File: src/rtl/countdown_timer_pkg.sv
// Shared types and defaults for the loadable countdown timer.
package countdown_timer_pkg;

   localparam int DEFAULT_WIDTH = 8;

   typedef enum logic [1:0] {
      IDLE = 2'd0,
      RUN  = 2'd1
   } state_t;

endpackage : countdown_timer_pkg

File: src/rtl/countdown_timer.sv
// Loadable down-counter with a one-cycle expiry pulse; load is a valid/ready handshake.
// Optional macro COUNTDOWN_TIMER_AUTO_RELOAD_EN turns it into a periodic interval source.
//
// Handshake: a load is accepted on a rising edge where load_valid && load_ready;
// load_ready is high exactly in IDLE, and load_value is sampled only on that edge.
module countdown_timer
   import countdown_timer_pkg::*;
#(
   parameter int WIDTH = DEFAULT_WIDTH
) (
   input  logic             clk,
   input  logic             rst,
   input  logic             enable,
   input  logic             load_valid,
   input  logic [WIDTH-1:0] load_value,
   output logic             load_ready,
   input  logic             abort,
   output logic [WIDTH-1:0] count,
   output logic             busy,
   output logic             expired
);

   state_t           state_q, state_d;
   logic [WIDTH-1:0] count_q, count_d;
   logic             expired_q, expired_d;
   logic             load_fire;

`ifdef COUNTDOWN_TIMER_AUTO_RELOAD_EN
   logic [WIDTH-1:0] reload_q, reload_d;
`endif

   assign load_ready = (state_q == IDLE);
   assign busy       = (state_q == RUN);
   assign count      = count_q;
   assign expired    = expired_q;
   assign load_fire  = load_valid && load_ready;

   always_comb begin
      state_d   = state_q;
      count_d   = count_q;
      expired_d = 1'b0;
`ifdef COUNTDOWN_TIMER_AUTO_RELOAD_EN
      reload_d  = reload_q;
`endif
      case (state_q)
         IDLE: begin
            if (load_fire) begin
               count_d = load_value;
`ifdef COUNTDOWN_TIMER_AUTO_RELOAD_EN
               reload_d = load_value;
`endif
               // A zero load expires immediately without ever running.
               if (load_value == '0) begin
                  expired_d = 1'b1;
               end else begin
                  state_d = RUN;
               end
            end
         end
         RUN: begin
            if (abort) begin
               count_d = '0;
               state_d = IDLE;
            end else if (enable) begin
               if (count_q == WIDTH'(1)) begin
                  expired_d = 1'b1;
`ifdef COUNTDOWN_TIMER_AUTO_RELOAD_EN
                  count_d   = reload_q;
`else
                  count_d   = '0;
                  state_d   = IDLE;
`endif
               end else begin
                  count_d = count_q - WIDTH'(1);
               end
            end
         end
         default: begin
            state_d = IDLE;
            count_d = '0;
         end
      endcase
   end

   always_ff @(posedge clk or posedge rst) begin
      if (rst) begin
         state_q   <= IDLE;
         count_q   <= '0;
         expired_q <= 1'b0;
`ifdef COUNTDOWN_TIMER_AUTO_RELOAD_EN
         reload_q  <= '0;
`endif
      end else begin
         state_q   <= state_d;
         count_q   <= count_d;
         expired_q <= expired_d;
`ifdef COUNTDOWN_TIMER_AUTO_RELOAD_EN
         reload_q  <= reload_d;
`endif
      end
   end

endmodule : countdown_timer
File: config.mk
export PLATFORM = sky130hd
export DESIGN_NAME = countdown_timer
export DESIGN_NICKNAME = d
export VERILOG_FILES = /design/src/rtl/countdown_timer_pkg.sv /design/src/rtl/countdown_timer.sv
export SDC_FILE = /design/constraint.sdc
export NUM_CORES = 1
export LEC_CHECK = 0
export ABC_AREA = 1
export ABC_CLOCK_PERIOD_IN_PS = 2200
export BUFFER_PORTS_ARGS = -buffer_cell sky130_fd_sc_hd__buf_2
export CORE_MARGIN = 2
export CORE_UTILIZATION = 35
export CTS_CLUSTER_DIAMETER = 60
export DETAILED_ROUTE_END_ITERATION = 10
export SLEW_MARGIN = 20
export SYNTH_ARGS = -nofsm -noshare
export SYNTH_HDL_FRONTEND = slang
export SYNTH_SLANG_ARGS = --single-unit
File: constraint.sdc
create_clock -name clk -period 2.2 [get_ports clk]
set_clock_uncertainty 0.05 [all_clocks]
set_input_delay 0.33 -clock clk [delete_from_list [all_inputs] [get_ports clk]]
set_output_delay 0.33 -clock clk [all_outputs]
set_load 0.02 [all_outputs]
==> results.json, run 1 <==
{
  "gp_congestion": 0.790,
  "synth-edff-count": 0,
  "drc": 0,
  "hold_viol": 10,
  "cts-root-buf": "clkbuf_4",
  "area_growth_pct": 25.4,
  "rsz0062_at_grt": "false",
  "slew_headroom_pct": 72.8,
  "synth_nets": 120,
  "max_freq_ghz": 0.686,
  "cts.sinks": 10,
  "synth-seq-area-share_pct": 35.2,
  "clockBufferDepth": 2,
  "die_h_um": 49.1,
  "wirelength_um": 1740,
  "avgRoutedWirePerCell_um": 11.0,
  "grt_pass1_vias": 682,
  "drtAntennaViolNets": 0,
  "synth-seq-cells": 10,
  "hold_class": "input port to asynchronous set/reset pin",
  "first_pass_iters": 7,
  "yosys.area.top_type": "dfrtp_1",
  "yosysWarnings": 0,
  "yosysUniqueCellTypes": 20,
  "hold-worst-slack_ps": -14.1,
  "routed_via_density": 4.67,
  "crit_type": "flop to output pin",
  "fin_crit_ps": 1460,
  "cp.required_ps": 1820,
  "utilization_pct": 45.9,
  "yosys.area.top_type_share_pct": 35.2,
  "violations": "hold timing",
  "finalSetupViolations": 0,
  "num_vias": 738,
  "critical_path_buf_inv_count": 2,
  "synthTopCellsByCount": "23 x nand2_1, 22 x nor2_1, 12 x a21oi_1",
  "p_leak_nw": 0.455,
  "initial_core_util_pct": 36.6,
  "cp_top_family": "flip-flops",
  "p_total_mw": 1.28,
  "fin_crit_sh_pct": 66.3,
  "grt_max_degree": 13,
  "synth_area_sq_um": 711,
  "crit_chain": "inv_2, buf_2",
  "dieArea_sq_um": 2410,
  "fin_nets": 147,
  "clk_pin_slew_ps": 70,
  "drive_above_1_share_pct": 27.5,
  "grtUsageTotal_pct": 15.8,
  "slowest_stage": "dfrtp_1",
  "core_sq_um": 1940,
  "grt_pass1_wl_um": 2930,
  "tns_ps": 0,
  "tightestPinTransition_ps": 408,
  "dr.first_iter.drc_count": 9,
  "slew_violations": 0,
  "dpl.hpwl_um": 1390,
  "power_density_nw_per_um2": 1440,
  "grt_remaining_overflow": 0,
  "clock_latency_ps": 260,
  "yosys.cell_count.top_type": "nand2_1",
  "cp-end-kind": "output pin",
  "cp.arrival_ps": 1080,
  "io_buffer_count": 23,
  "ir_drop_v": 0.000684,
  "die_w_um": 49.1,
  "critPathMaxStageDelay_ps": 420,
  "cts_tree": "built",
  "antenna_found_initial": 0,
  "rows": 16,
  "cts_hold_buf": 0,
  "post_cts.resized_instances": 0,
  "diodes": 0,
  "startpoint_type": "flop",
  "outcome": "complete, but fails checks",
  "synth_flop_cell": "dfrtp_1",
  "post_cts.repair.setup_buffers": 0,
  "synth_area_per_cell_sq_um": 6.77,
  "htreeDepth": 1,
  "numCtsBuffers": 3,
  "ys_async_sr_fraction_pct": 100,
  "cp_max_fo": 12,
  "synthTopCellsByArea": "dfrtp_1 35%, nand2_1 12%, nor2_1 12%, a21oi_1 8.5%, nand3_1 4.9%",
  "synthCells": 105,
  "io_pins": 24,
  "maxCapViolCount": 0
}
==> layer usage <==
layer	routed length [um]	track usage, %	vias to the layer above
met5	0	0	-
met4	14	7.14	0
met3	76	3.07	2
met2	827	26.6	21
met1	824	19.5	327
li1	-	-	388
==> placed cells by master, fill, tap and decap left out <==
cell and count:
ha_1 2, xor2_1 1, nor2_4 2, nor2_2 1
o21ai_2 1, clkbuf_4 3, o21ai_0 5, clkbuf_8 1
buf_2 23, nor3_1 2, a21oi_1 12, dfrtp_1 10
nand4_1 1, inv_4 1, inv_1 9, o21ai_1 1
nor2_1 22, inv_2 2, nand3_1 7, nand2_2 1
nor2_8 1, nand2_1 23
==> per-stage QoR <==
stage                     cell area [sq um]  hold slack [ps]  cells  setup slack (ps)
after CTS                               891             8.84    158               726
after global routing                    891             11.9    158               619
after floorplan                         711              120    105               826
after global placement                  855              284    154               817
after detailed placement                855              299    154               809
final                                   891            -14.1    158               742
==> power by group <==
part / total (mW) / switching, mW / internal (mW)
sequential: 0.389 / 0.121 / 0.268
clock: 0.170 / 0.0694 / 0.100
combinational: 0.726 / 0.480 / 0.246
==> worst paths after layout <==
path                                              from                   end  slack (ps)  depth (start not counted)
worst min-delay path                               rst  count[3]$_DFFE_PP0P_         -10                          2
worst min register to register    count[6]$_DFFE_PP0P_  count[6]$_DFFE_PP0P_         500                          2
max in group asynchronous                          rst  count[4]$_DFFE_PP0P_        1830                          2
min in group clk                            load_valid     expired$_DFF_PP0_         240                          3
worst max-delay path            state_q[0]$_DFFE_PP0P_            load_ready         740                          2
worst max register to register    count[0]$_DFFE_PP0P_  count[4]$_DFFE_PP0P_         810                          7
==> kinds of logic after synthesis <==
kind of cell | count (synthesis) | synth area share, %
AOI/OAI and AO/OA | 19 | 13.9
xor gates and xnor gates | 1 | 1.23
adders and majority gates | 2 | 3.52
buffers and inverters | 13 | 7.39
DFF | 10 | 35.2
and+or+nand+nor | 60 | 38.7
==> registers in the layout, indices dropped and copies added (netlist names) <==
name,cells
count,8
expired,1
state_q,1
==> cell type report <==
| type | instances | area, sq um |
|---|---|---|
| timing repair buffer | 23 | 115 |
| inverter | 12 | 47.5 |
| fill | 222 | 1050 |
| clock buffer | 4 | 36.3 |
| multi-input combinational | 82 | 408 |
| sequential | 10 | 250 |
| tap | 27 | 33.8 |
No activity file was read; power rests on OpenSTA's default activity.
==> inputs of run 2 (changes only) <==
--- a/config.mk
+++ b/config.mk
@@ -6,7 +6,7 @@
 export NUM_CORES = 1
 export LEC_CHECK = 0
 export ABC_AREA = 1
-export ABC_CLOCK_PERIOD_IN_PS = 2200
+export ABC_CLOCK_PERIOD_IN_PS = 1500
 export BUFFER_PORTS_ARGS = -buffer_cell sky130_fd_sc_hd__buf_2
 export CORE_MARGIN = 2
 export CORE_UTILIZATION = 35
==> constraint.sdc (replaced) <==
create_clock -name clk -period 1.5 [get_ports clk]
set_clock_uncertainty 0.05 [all_clocks]
set_input_delay 0.225 -clock clk [delete_from_list [all_inputs] [get_ports clk]]
set_output_delay 0.225 -clock clk [all_outputs]
set_load 0.02 [all_outputs]
==> run 2 against run 1 <==
  * The flow now finishes without violations
  * Worst setup slack worse by 640 ps
  * First-iteration DRC count is 22% higher
  * Power is 49% higher
  * Die area stayed put
  * Global-route usage is 1.7 points higher
  * Hold slack better by 170 ps
  * Combinational power is 63% higher
  * Routed wire length is 3.4% higher
==> results.json, run 2 (synthesis results as in run 1) <==
{
  "outcome": "complete, no violations",
  "slew_violations": 0,
  "drtAntennaViolNets": 0,
  "clk_pin_slew_ps": 60,
  "cp-end-kind": "flop",
  "grt_remaining_overflow": 0,
  "die_w_um": 49.1,
  "die_h_um": 49.1,
  "maxCapViolCount": 0,
  "final.setup.worst_slack_ps": 104,
  "drc": 0,
  "p_leak_nw": 0.472,
  "rrSetupSlack_ps": 100,
  "dr.first_iter.drc_count": 11,
  "hp-start": "load_valid",
  "whs_path_depth": 3,
  "rows": 16,
  "timing.rr.end": "state_q[0]$_DFFE_PP0P_",
  "rsz0062_at_grt": "false",
  "min_to": "expired$_DFF_PP0_",
  "post_cts.repair.setup_buffers": 0,
  "area_growth_pct": 30.1,
  "crit_type": "flop to flop",
  "cp.arrival_ps": 1500,
  "grt_pass1_vias": 755,
  "power_density_nw_per_um2": 2080,
  "fin_crit_sh_pct": 93.1,
  "fin_nets": 152,
  "num_vias": 778,
  "first_pass_iters": 4,
  "cts-root-buf": "clkbuf_4",
  "r2r_start": "count[1]$_DFFE_PP0P_",
  "clock_latency_ps": 270,
  "max_freq_ghz": 0.716,
  "core_sq_um": 1940,
  "avgRoutedWirePerCell_um": 11.1,
  "gp_congestion": 0.775,
  "finalSetupViolations": 0,
  "drive_above_1_share_pct": 28.9,
  "reg2reg_depth": 7,
  "tns_ps": 0,
  "clockBufferDepth": 2,
  "dpl.hpwl_um": 1440,
  "numCtsBuffers": 3,
  "grt_pass1_wl_um": 3220,
  "fin_crit_ps": 1400,
  "io_pins": 24,
  "largest_reg_flops": 8,
  "antenna_found_initial": 0,
  "slew_headroom_pct": 73.1,
  "cp_max_fo": 8,
  "cts_tree": "built",
  "pre_cts_ws_ps": 122,
  "htreeDepth": 1,
  "initial_core_util_pct": 36.6,
  "grt_max_degree": 11,
  "final_cell_mix": "23 x nand2_1, 23 x buf_2, 22 x nor2_1",
  "diodes": 0,
  "io_buffer_count": 23,
  "dieArea_sq_um": 2410,
  "routed_via_density": 4.80,
  "hold_class": "input port to flop",
  "cts.sinks": 10,
  "tightestPinTransition_ps": 404,
  "cp.required_ps": 1600,
  "hold_viol": 0,
  "grtUsageTotal_pct": 17.5,
  "startpoint_type": "flop",
  "wirelength_um": 1800,
  "ir_drop_v": 0.000958
}
[run 2: power breakdown]
group	total [mW]	switching, mW	internal (mW)
combinational	1.18	0.749	0.434
sequential	0.550	0.156	0.394
clock	0.187	0.0937	0.0929
total	1.92	0.999	0.921
[run 2: worst max-delay path by stage]
| stage | depth (start not counted) | from | slack, ps | end |
|---|---|---|---|---|
| after floorplan | 7 | count[1]$_DFFE_PP0P_ | 130 | state_q[0]$_DFFE_PP0P_ |
| after global placement | 7 | count[1]$_DFFE_PP0P_ | 100 | state_q[0]$_DFFE_PP0P_ |
| after detailed placement | 7 | count[1]$_DFFE_PP0P_ | 120 | state_q[0]$_DFFE_PP0P_ |
| after CTS | 7 | count[1]$_DFFE_PP0P_ | 90 | state_q[0]$_DFFE_PP0P_ |
| after global routing | 7 | state_q[0]$_DFFE_PP0P_ | 30 | count[3]$_DFFE_PP0P_ |
| final | 7 | count[1]$_DFFE_PP0P_ | 100 | state_q[0]$_DFFE_PP0P_ |
[run 2: final cells by class]
class,count,area [sq um]
fill,220,1020
multi-input combinational,82,415
sequential,10,250
timing repair buffer,28,155
inverter,12,47.5
tap,27,33.8
clock buffer,3,22.5
[run 2: metrics by stage]
stage	instances	total power [mW]	cell area (sq um)	utilization (%)	hold WS (ps)
final	162	1.92	925	47.6	159
after floorplan	105	1.33	711	-	15.2
after detailed placement	158	1.73	885	45.6	188
after global placement	158	1.72	885	45.6	183
after global routing	162	2.12	925	47.6	170
after CTS	162	1.92	917	47.2	138
[run 2: critical path, cell delays in order, from the launching register on]
cell and delay [ps]:
dfrtp_1 390, inv_1 110, ha_1 180, nand2_1 90, nor2_4 180, nor2_8 60, o21ai_0 140, nand2_1 70
[run 2: timing repair]
action,4_1_cts,5_1_grt
hold endpoints to repair,10,0
resized for setup,0,1
endpoints found under the setup margin,0,1
hold buffers,1,0
[run 2: layer usage]
layer	part of all wire, %	GRT usage, %	up-vias
met5	0	0	-
met4	2.4	8.57	0
met3	4.9	2.76	5
met2	48	29.7	23
met1	45	21.5	353
li1	-	-	397
==> inputs of run 3 (changes only) <==
--- a/config.mk
+++ b/config.mk
@@ -12,6 +12,8 @@
 export CORE_UTILIZATION = 35
 export CTS_CLUSTER_DIAMETER = 60
 export DETAILED_ROUTE_END_ITERATION = 10
+export PLACE_DENSITY_LB_ADDON = 0.2
+export SKIP_CTS_REPAIR_TIMING = 1
 export SLEW_MARGIN = 20
 export SYNTH_ARGS = -nofsm -noshare
 export SYNTH_HDL_FRONTEND = slang
==> run 3 against run 2 <==
  * Via count fell by 1.7%
  * Core utilization fell by 0.90 points
  * Hold slack got worse by 22 ps
  * Non-clock buffer count fell by 2
  * Global-route usage fell by 1.5 points
  * Largest cell class unchanged
==> results.json, run 3 (synthesis results as in run 1) <==
{
  "p_leak_nw": 0.462,
  "grt_max_degree": 13,
  "crit_path_end": "state_q[0]$_DFFE_PP0P_",
  "multi_input_area_sq_um": 413,
  "layout.area.seq_sq_um": 250,
  "area_growth_pct": 27.6,
  "htreeDepth": 1,
  "slew_violations": 0,
  "gr-usage-met2_pct": 27.7,
  "fin_crit_ps": 1370,
  "clock_latency_ps": 260,
  "num_vias": 765,
  "die_w_um": 49.1,
  "clockBufferDepth": 2,
  "p_total_mw": 1.85,
  "max_freq_ghz": 0.729,
  "maxCapViolCount": 0,
  "die_h_um": 49.1,
  "rrSetupSlack_ps": 130,
  "cts_tree": "built",
  "hold-worst-slack_ps": 137,
  "crit_start": "count[2]$_DFFE_PP0P_",
  "outcome": "complete, no violations",
  "routed_via_density": 4.78,
  "busiest_layer": "met2",
  "fill_cells": 211,
  "cts-root-buf": "clkbuf_4",
  "final_cell_mix": "23 x nand2_1, 23 x buf_2, 20 x nor2_1",
  "startpoint_type": "flop",
  "hold_viol": 0,
  "avgRoutedWirePerCell_um": 10.8,
  "reg2reg_depth": 6,
  "finalSetupViolations": 0,
  "largest_reg_flops": 8,
  "dpl.hpwl_um": 1400,
  "grt_pass1_vias": 697,
  "stdcell_area_sq_um": 907,
  "cts.sinks": 10,
  "wirelength_um": 1730,
  "crit_chain": "nor2_2, nand2_1, nor2_4, nor2_8, o21ai_0, nand2_1",
  "drive_above_1_share_pct": 29.3,
  "initial_core_util_pct": 36.6,
  "pre_cts_ws_ps": 112,
  "crit_type": "flop to flop",
  "cp.required_ps": 1600,
  "met3_usage_pct": 2.15,
  "grt_pass1_wl_um": 2970,
  "rows": 16,
  "post_dp_cell_area_sq_um": 862,
  "diodes": 0,
  "slowest_stage": "dfrtp_1",
  "clk_pin_slew_ps": 60,
  "rsz0062_at_grt": "false",
  "ir_drop_v": 0.000955,
  "core_sq_um": 1940,
  "gp_congestion": 0.782,
  "tightestPinTransition_ps": 398,
  "fin_nets": 150,
  "io_pins": 24,
  "first_pass_iters": 4,
  "r2r_start": "count[2]$_DFFE_PP0P_",
  "slew_headroom_pct": 73.4,
  "cp.arrival_ps": 1470,
  "cp_max_fo": 8,
  "grtUsageTotal_pct": 16.1,
  "fin_crit_sh_pct": 91.4,
  "cp-end-kind": "flop",
  "critPathMaxStageDelay_ps": 460,
  "antenna_found_initial": 0,
  "tns_ps": 0,
  "dieArea_sq_um": 2410,
  "drc": 0,
  "drtAntennaViolNets": 0,
  "critical_path_buf_inv_count": 0,
  "dr.first_iter.drc_count": 23,
  "power_density_nw_per_um2": 2040,
  "numCtsBuffers": 3,
  "io_buffer_count": 23,
  "grt_remaining_overflow": 0,
  "crit_cells": 6,
  "crit_top_cell": "nand2_1",
  "final.setup.worst_slack_ps": 128,
  "cp_top_family": "simple AND/OR/NAND/NOR gates",
  "timing.rr.end": "state_q[0]$_DFFE_PP0P_",
  "met1_usage_pct": 19.8,
  "hold_class": "input port to flop"
}
run 3: worst min-delay path by stage:
stage / start / endpoint / slack, ps / cells past startpoint
2_1_floorplan: rst / count[0]$_DFFE_PP0P_ / 20 / 1
3_3_place_gp: rst / expired$_DFF_PP0_ / 190 / 2
3_5_place_dp: rst / expired$_DFF_PP0_ / 190 / 2
4_1_cts: rst / count[0]$_DFFE_PP0P_ / -100 / 2
5_1_grt: load_valid / expired$_DFF_PP0_ / 160 / 3
6_report: load_valid / expired$_DFF_PP0_ / 140 / 3
run 3: through the flow:
| step | std cells | util (%) |
|---|---|---|
| 2_1_floorplan | 105 | - |
| 3_3_place_gp | 155 | 44.4 |
| 3_5_place_dp | 155 | 44.4 |
| 4_1_cts | 158 | 45.6 |
| 5_1_grt | 160 | 46.7 |
| 6_report | 160 | 46.7 |
run 3: tightest hold or removal path, stage by stage:
cell	delay (ps)
buf_2	100
nand2_1	50
nand2_1	40
run 3: final cells by class:
type	count	area share (%)
inverters	12	5.24
repair buffers	26	15.4
flip-flops and latches	10	27.6
well taps	27	3.72
multi-input cells	82	45.5
clock buffers	3	2.48
run 3: power by group:
group	leakage (nW)	total (mW)	switching [mW]	internal, mW
logic	0.326	1.10	0.716	0.385
registers	0.122	0.568	0.175	0.393
clock network	0.0138	0.186	0.0928	0.0928
total	0.462	1.85	0.983	0.871
run 3: routing by layer:
layer / routed length (um) / vias to the layer above
li1: - / 399
met1: 784 / 334
met2: 808 / 27
met3: 106 / 5
met4: 31 / 0
met5: 0 / -
